### src/rtl/midi_msg_parser.sv
// MIDI byte-stream parser: turns channel messages into one-cycle event strobes with
// note/velocity/channel fields, honouring running status, sysex skipping and real-time bytes.
module midi_msg_parser #(
  parameter logic [6:0] DEBUG_CC  = 7'h77,
  parameter bit         OMNI      = 1'b1,
  parameter logic [3:0] LISTEN_CH = 4'h0
) (
  input  logic       clk32,
  input  logic       rst_n,
  input  logic [7:0] rx_data,
  input  logic       rx_valid,
  output logic       note_pressed,
  output logic       note_released,
  output logic       note_keypress,
  output logic       note_channelpress,
  output logic       read_back,
  output logic [6:0] note_interface,
  output logic [6:0] velocity,
  output logic [3:0] channel,
  output logic [7:0] drop_cnt
);

  typedef enum logic [1:0] {IDLE, WAIT_D1, WAIT_D2, SYSEX} state_t;

  state_t     state_q, state_d;
  logic [7:0] status_q, status_d;
  logic [6:0] d1_q, d1_d;
  logic       partial_q, partial_d;
  logic       pressed_q, pressed_d;
  logic       released_q, released_d;
  logic       keypress_q, keypress_d;
  logic       chpress_q, chpress_d;
  logic       readback_q, readback_d;
  logic [6:0] note_q, note_d;
  logic [6:0] vel_q, vel_d;
  logic [3:0] ch_q, ch_d;
  logic [7:0] drop_q, drop_d;

  logic       is_status, is_rt, is_chan, is_sys;
  logic       two_byte, chan_ok, msg_done, drop_inc;
  logic [6:0] data1, data2;

  assign is_status = rx_data[7];
  assign is_rt     = (rx_data[7:3] == 5'b11111);
  assign is_chan   = rx_data[7] && (rx_data[7:4] != 4'hF);
  assign is_sys    = (rx_data[7:4] == 4'hF) && !rx_data[3];
  assign two_byte  = (status_q[7:4] != 4'hC) && (status_q[7:4] != 4'hD);
  assign chan_ok   = OMNI || (status_q[3:0] == LISTEN_CH);
  // For 1-byte messages the only data byte arrives in WAIT_D1, so it doubles as d1.
  assign data1     = (state_q == WAIT_D2) ? d1_q : rx_data[6:0];
  assign data2     = rx_data[6:0];

  always_comb begin
    state_d    = state_q;
    status_d   = status_q;
    d1_d       = d1_q;
    partial_d  = partial_q;
    msg_done   = 1'b0;
    drop_inc   = 1'b0;
    if (rx_valid && !is_rt) begin
      case (state_q)
        IDLE: begin
          if (is_chan) begin
            status_d  = rx_data;
            partial_d = 1'b1;
            state_d   = WAIT_D1;
          end else if (rx_data == 8'hF0) begin
            state_d = SYSEX;
          end else if (!is_status) begin
            drop_inc = 1'b1;
          end
        end
        WAIT_D1, WAIT_D2: begin
          if (is_chan) begin
            drop_inc  = partial_q;
            status_d  = rx_data;
            partial_d = 1'b1;
            state_d   = WAIT_D1;
          end else if (is_sys) begin
            drop_inc  = partial_q;
            status_d  = '0;
            partial_d = 1'b0;
            state_d   = (rx_data == 8'hF0) ? SYSEX : IDLE;
          end else if ((state_q == WAIT_D1) && two_byte) begin
            d1_d      = rx_data[6:0];
            partial_d = 1'b1;
            state_d   = WAIT_D2;
          end else begin
            msg_done  = 1'b1;
            partial_d = 1'b0;
            state_d   = WAIT_D1;
          end
        end
        SYSEX: begin
          if (is_chan) begin
            status_d  = rx_data;
            partial_d = 1'b1;
            state_d   = WAIT_D1;
          end else if (is_sys) begin
            state_d = IDLE;
          end
        end
        default: state_d = IDLE;
      endcase
    end
  end

  always_comb begin
    pressed_d  = 1'b0;
    released_d = 1'b0;
    keypress_d = 1'b0;
    chpress_d  = 1'b0;
    readback_d = 1'b0;
    note_d     = note_q;
    vel_d      = vel_q;
    ch_d       = ch_q;
    if (msg_done) begin
      if (!chan_ok) begin
        // counted as a drop in the sequential block via drop_cnt_inc
      end else begin
        case (status_q[7:4])
          4'h8: begin
            released_d = 1'b1;
            note_d = data1; vel_d = data2; ch_d = status_q[3:0];
          end
          4'h9: begin
            pressed_d  = (data2 != 7'd0);
            released_d = (data2 == 7'd0);
            note_d = data1; vel_d = data2; ch_d = status_q[3:0];
          end
          4'hA: begin
            keypress_d = 1'b1;
            note_d = data1; vel_d = data2; ch_d = status_q[3:0];
          end
          4'hB: begin
            if (data1 == DEBUG_CC) begin
              readback_d = 1'b1;
              note_d = data1; vel_d = data2; ch_d = status_q[3:0];
            end
          end
          4'hD: begin
            chpress_d = 1'b1;
            note_d = data2; vel_d = data2; ch_d = status_q[3:0];
          end
          default: ;
        endcase
      end
    end
  end

  logic drop_cnt_inc;
  assign drop_cnt_inc = drop_inc || (msg_done && !chan_ok);
  assign drop_d = (drop_cnt_inc && (drop_q != 8'hFF)) ? drop_q + 8'd1 : drop_q;

  always_ff @(posedge clk32 or negedge rst_n) begin
    if (!rst_n) begin
      state_q    <= IDLE;
      status_q   <= '0;
      d1_q       <= '0;
      partial_q  <= 1'b0;
      pressed_q  <= 1'b0;
      released_q <= 1'b0;
      keypress_q <= 1'b0;
      chpress_q  <= 1'b0;
      readback_q <= 1'b0;
      note_q     <= '0;
      vel_q      <= '0;
      ch_q       <= '0;
      drop_q     <= '0;
    end else begin
      state_q    <= state_d;
      status_q   <= status_d;
      d1_q       <= d1_d;
      partial_q  <= partial_d;
      pressed_q  <= pressed_d;
      released_q <= released_d;
      keypress_q <= keypress_d;
      chpress_q  <= chpress_d;
      readback_q <= readback_d;
      note_q     <= note_d;
      vel_q      <= vel_d;
      ch_q       <= ch_d;
      drop_q     <= drop_d;
    end
  end

  assign note_pressed      = pressed_q;
  assign note_released     = released_q;
  assign note_keypress     = keypress_q;
  assign note_channelpress = chpress_q;
  assign read_back         = readback_q;
  assign note_interface    = note_q;
  assign velocity          = vel_q;
  assign channel           = ch_q;
  assign drop_cnt          = drop_q;

endmodule

### config.mk
export PLATFORM = sky130hd
export DESIGN_NAME = midi_msg_parser
export DESIGN_NICKNAME = d
export VERILOG_FILES = /design/src/rtl/midi_msg_parser.sv
export SDC_FILE = /design/constraint.sdc
export NUM_CORES = 1
export LEC_CHECK = 0
export ABC_AREA = 1
export ABC_CLOCK_PERIOD_IN_PS = 4100
export CAP_MARGIN = 20
export CORE_ASPECT_RATIO = 1.2
export CORE_UTILIZATION = 25
export CTS_CLUSTER_SIZE = 14
export DETAILED_ROUTE_END_ITERATION = 10
export PLACE_DENSITY = 0.46
export SYNTH_ARGS = -nofsm -noshare
export SYNTH_HDL_FRONTEND = slang
export SYNTH_SLANG_ARGS = --single-unit
### constraint.sdc
create_clock -name clk32 -period 4.1 [get_ports clk32]
set_clock_uncertainty 0.05 [all_clocks]
set_input_delay 0.41 -clock clk32 [delete_from_list [all_inputs] [get_ports clk32]]
set_output_delay 0.41 -clock clk32 [all_outputs]
set_load 0.02 [all_outputs]
==> out/qor.txt <==
==========================================================================================
Post-synthesis instance total ...............................................          318
Power density over the cells ................................................  665 mW/mm^2
Final setup violation count .................................................            0
Number of routed nets with antenna violations ...............................            0
Worst hold path class .......................................................     in2async
Syn_nets ....................................................................          335
Setup WS post-layout ........................................................      1740 ps
Worst EP arrival ............................................................      2530 ps
Number of enable flip-flop cells after synthesis ............................            0
Kind of end point of the critical path ......................................     register
Flop pwr share ..............................................................        0.364
Site Rows ...................................................................           40
Initial core utilization ....................................................        0.257
Latest clock arrival within the worst-skew pair .............................       290 ps
Half-perimeter wire length of the detailed placement result .................      4480 um
Number of clock sinks seen by CTS ...........................................           49
FILL cells ..................................................................         1078
Clock tree buffer depth .....................................................            2
Floorplan die height ........................................................       113 um
H-tree depth ................................................................            2
Element type at the critical path start ..................................... primary input
Total I/O pin count .........................................................           42
Post-CTS Resized ............................................................            0
Total of hold buffers inserted after clock tree synthesis ...................            0
Leakage Power ...............................................................      1.57 nW
Switching fraction of total power ...........................................        0.405
IR drop worst, VDD ..........................................................     0.161 mV
Summed negative setup slack over all endpoints ..............................         0 ps
Worst path required time ....................................................      4280 ps
Design internal power .......................................................    0.00128 W
Average wire per standard cell ..............................................      12.5 um
Antenna violations before repair ............................................            0
WS Path Type ................................................................       in2reg
Count of nets after finishing ...............................................          376
Highest achievable clock rate ...............................................      424 MHz
Critical-path maximum fanout ................................................           18
Sum of routed wire length over all layers ...................................      6080 um
DRC violation count after routing ...........................................            0
Pin count of the biggest net entering global routing ........................           50
Proportion of register bits with asynchronous set or reset after synthesis ..         1.00
Horizontal extent of the die ................................................      94.6 um
Most area-hungry cell type in the Yosys netlist ............................. sky130_fd_sc_hd__dfrtp_1
Most common cell in the netlist ............................................. sky130_fd_sc_hd__nand2_1
Share of final-layout standard cells stronger than drive strength 1 .........       0.0889
Antenna diode instance count ................................................            0
Switching pwr ...............................................................   0.000870 W
Core Area ................................................................... 0.0100 sq mm
Final core utilization ......................................................        0.323
Routed vias .................................................................         2153
Number of buffers inserted by port buffering ................................           41
Max capacitance violation total .............................................            0
Die Area .................................................................... 0.0107 sq mm
Leading cell types by total area after synthesis ............................ sky130_fd_sc_hd__dfrtp_1 (48%), sky130_fd_sc_hd__nand2_1 (16%), sky130_fd_sc_hd__nand3_1 (8.6%)
DRC violation total after the first TritonRoute iteration ...................          113
Count of distinct cell types in the synthesized netlist .....................           33
CTS root buf ................................................................ sky130_fd_sc_hd__clkbuf_16
Layout overhead on the synthesized area .....................................        25.8%
Storage element area ........................................................ 0.00123 sq mm
Most frequent cells after synthesis ......................................... sky130_fd_sc_hd__nand2_1 (111), sky130_fd_sc_hd__dfrtp_1 (49), sky130_fd_sc_hd__nand3_1 (44), sky130_fd_sc_hd__inv_1 (22), sky130_fd_sc_hd__o21ai_0 (19)
Area of the mapped netlist .................................................. 0.00257 sq mm
CTS tree ....................................................................         done
Placer congestion estimate ..................................................        0.760
Total Routing Usage GR ......................................................        0.124
Worst rel slew slack ........................................................        0.575
Final worst-path cycle share ................................................        0.575
Synth Area per Inst .........................................................   8.09 sq um
Minimum setup slack after placement .........................................      1420 ps
Register bit total from synthesis ...........................................           49
Setup repair after global routing missed its margin .........................        false
Synth Flop Type ............................................................. sky130_fd_sc_hd__dfrtp_1
Relative contribution of the clock network to total power ...................        0.198
Finished Cell Area .......................................................... 0.00324 sq mm
Post-CTS setup repair buffer count ..........................................            0
Number of buffers added by the clock tree synthesis step ....................            5
First-pass GRT wire length ..................................................     10300 um
Portion of synthesized cell area occupied by the leading cell type ..........        0.477
Congestion Overflow GR ......................................................            0
Measured slew at the worst slew-check pin ...................................       638 ps
Clock edge transition at the registers on the reported setup and hold paths .        60 ps
Vias per Instance ...........................................................         4.43
Post-Place Cell Area ........................................................ 0.00308 sq mm
Fraction of power consumed by combinational cells ...........................        0.438
Hold Violations, Final ......................................................            0
Initial DRT Pass Iterations .................................................            4
Sequential cell area fraction in the yosys report ...........................        0.477
Clock period minus worst slack ..............................................      2360 ps
Final number of max-transition violations ...................................            0
Synth warnings ..............................................................            0
Vias in the first global route ..............................................         1992
Total area of multi-input combinational cells ............................... 0.00118 sq mm
Outcome ..................................................................... complete, no violations
==========================================================================================
## metrics by stage
step | cells | total power, W | hold WS (ps)
after global routing | 486 | 0.00234 | 221
after global placement | 478 | 0.00174 | 403
after detailed placement | 478 | 0.00174 | 394
final | 486 | 0.00215 | 166
after floorplan | 318 | 0.00141 | 64.4
after CTS | 486 | 0.00218 | 206
## metal layers
metal,routed length [um],GRT usage,vias to the layer above
li1,-,-,1101
met1,2840,0.166,1001
met2,2950,0.196,44
met3,203,0.0269,7
met4,97,0.0455,0
met5,0,0,-
## final timing paths
path                       cells past startpoint        start  slack [ps]             to
hold reg to reg                                1  status_q[4]         410  note_keypress
hold / removal                                 2        rst_n         170    velocity[0]
max in group asynchronous                      2        rst_n        3390        d1_q[1]
min in group clk32                             1  status_q[4]         410  note_keypress
setup reg to reg                              11   state_q[0]        1930     channel[1]
setup / recovery                               9   rx_data[6]        1740    velocity[4]
## logic make-up after synthesis
| kind of cell | synth area share |
|---|---|
| DFF | 0.477 |
| AOI/OAI and AO/OA | 0.0734 |
| and+or+nand+nor | 0.337 |
| buffers and inverters | 0.0632 |
| xor gates and xnor gates | 0.0204 |
| adders and majority gates | 0.0292 |
## power by group through the flow
stage	logic (W)	clock network, W	registers (W)
after floorplan	0.000517	0	0.000898
after global placement	0.000950	0	0.000788
after detailed placement	0.000949	0	0.000794
after CTS	0.000953	0.000442	0.000786
after global routing	0.00107	0.000461	0.000811
final	0.000942	0.000425	0.000784
## flip-flops by register name, indices dropped and copies added (netlist names), 2 cells and up
register / flops
channel: 4
d1_q: 7
drop_cnt: 8
note_interface: 7
state_q: 2
status_q: 8
velocity: 7
## cell type report
cell class              instances  share of cell area
multi-input cells             235               0.366
clock buffers                   6              0.0429
repair buffers                 42               0.128
clock inverters                 2             0.00425
flip-flops and latches         49               0.379
well taps                     126              0.0487
inverters                      26              0.0317
## cells in the final DEF, fill, tap and decap left out, types with 2 or more instances in the layout
cell type,netlist,final
sky130_fd_sc_hd__a21oi_1,4,4
sky130_fd_sc_hd__nor2_4,2,2
sky130_fd_sc_hd__nand2_1,111,111
sky130_fd_sc_hd__xnor2_1,3,3
sky130_fd_sc_hd__nand2_2,6,6
sky130_fd_sc_hd__o21ai_0,19,19
sky130_fd_sc_hd__nand3_1,44,44
sky130_fd_sc_hd__clkbuf_16,0,5
sky130_fd_sc_hd__inv_1,22,22
sky130_fd_sc_hd__nor2_1,13,13
sky130_fd_sc_hd__clkdlybuf4s50_1,0,40
sky130_fd_sc_hd__nand2_4,2,2
sky130_fd_sc_hd__inv_2,3,3
sky130_fd_sc_hd__ha_1,6,6
sky130_fd_sc_hd__o21ai_1,8,8
sky130_fd_sc_hd__xor2_1,3,3
sky130_fd_sc_hd__dfrtp_1,49,49
sky130_fd_sc_hd__clkinv_4,1,2
sky130_fd_sc_hd__nor2_2,2,2
## worst max-delay path: stages
cell and delay (ps):
sky130_fd_sc_hd__clkdlybuf4s50_1 620, sky130_fd_sc_hd__nand2_2 140, sky130_fd_sc_hd__o21ai_4 210, sky130_fd_sc_hd__nand2_2 200
sky130_fd_sc_hd__nor2_2 200, sky130_fd_sc_hd__nand2_2 120, sky130_fd_sc_hd__nor2_4 340, sky130_fd_sc_hd__nand3_1 180
sky130_fd_sc_hd__nand2_1 100
No activity file was read; power rests on OpenSTA's default activity.
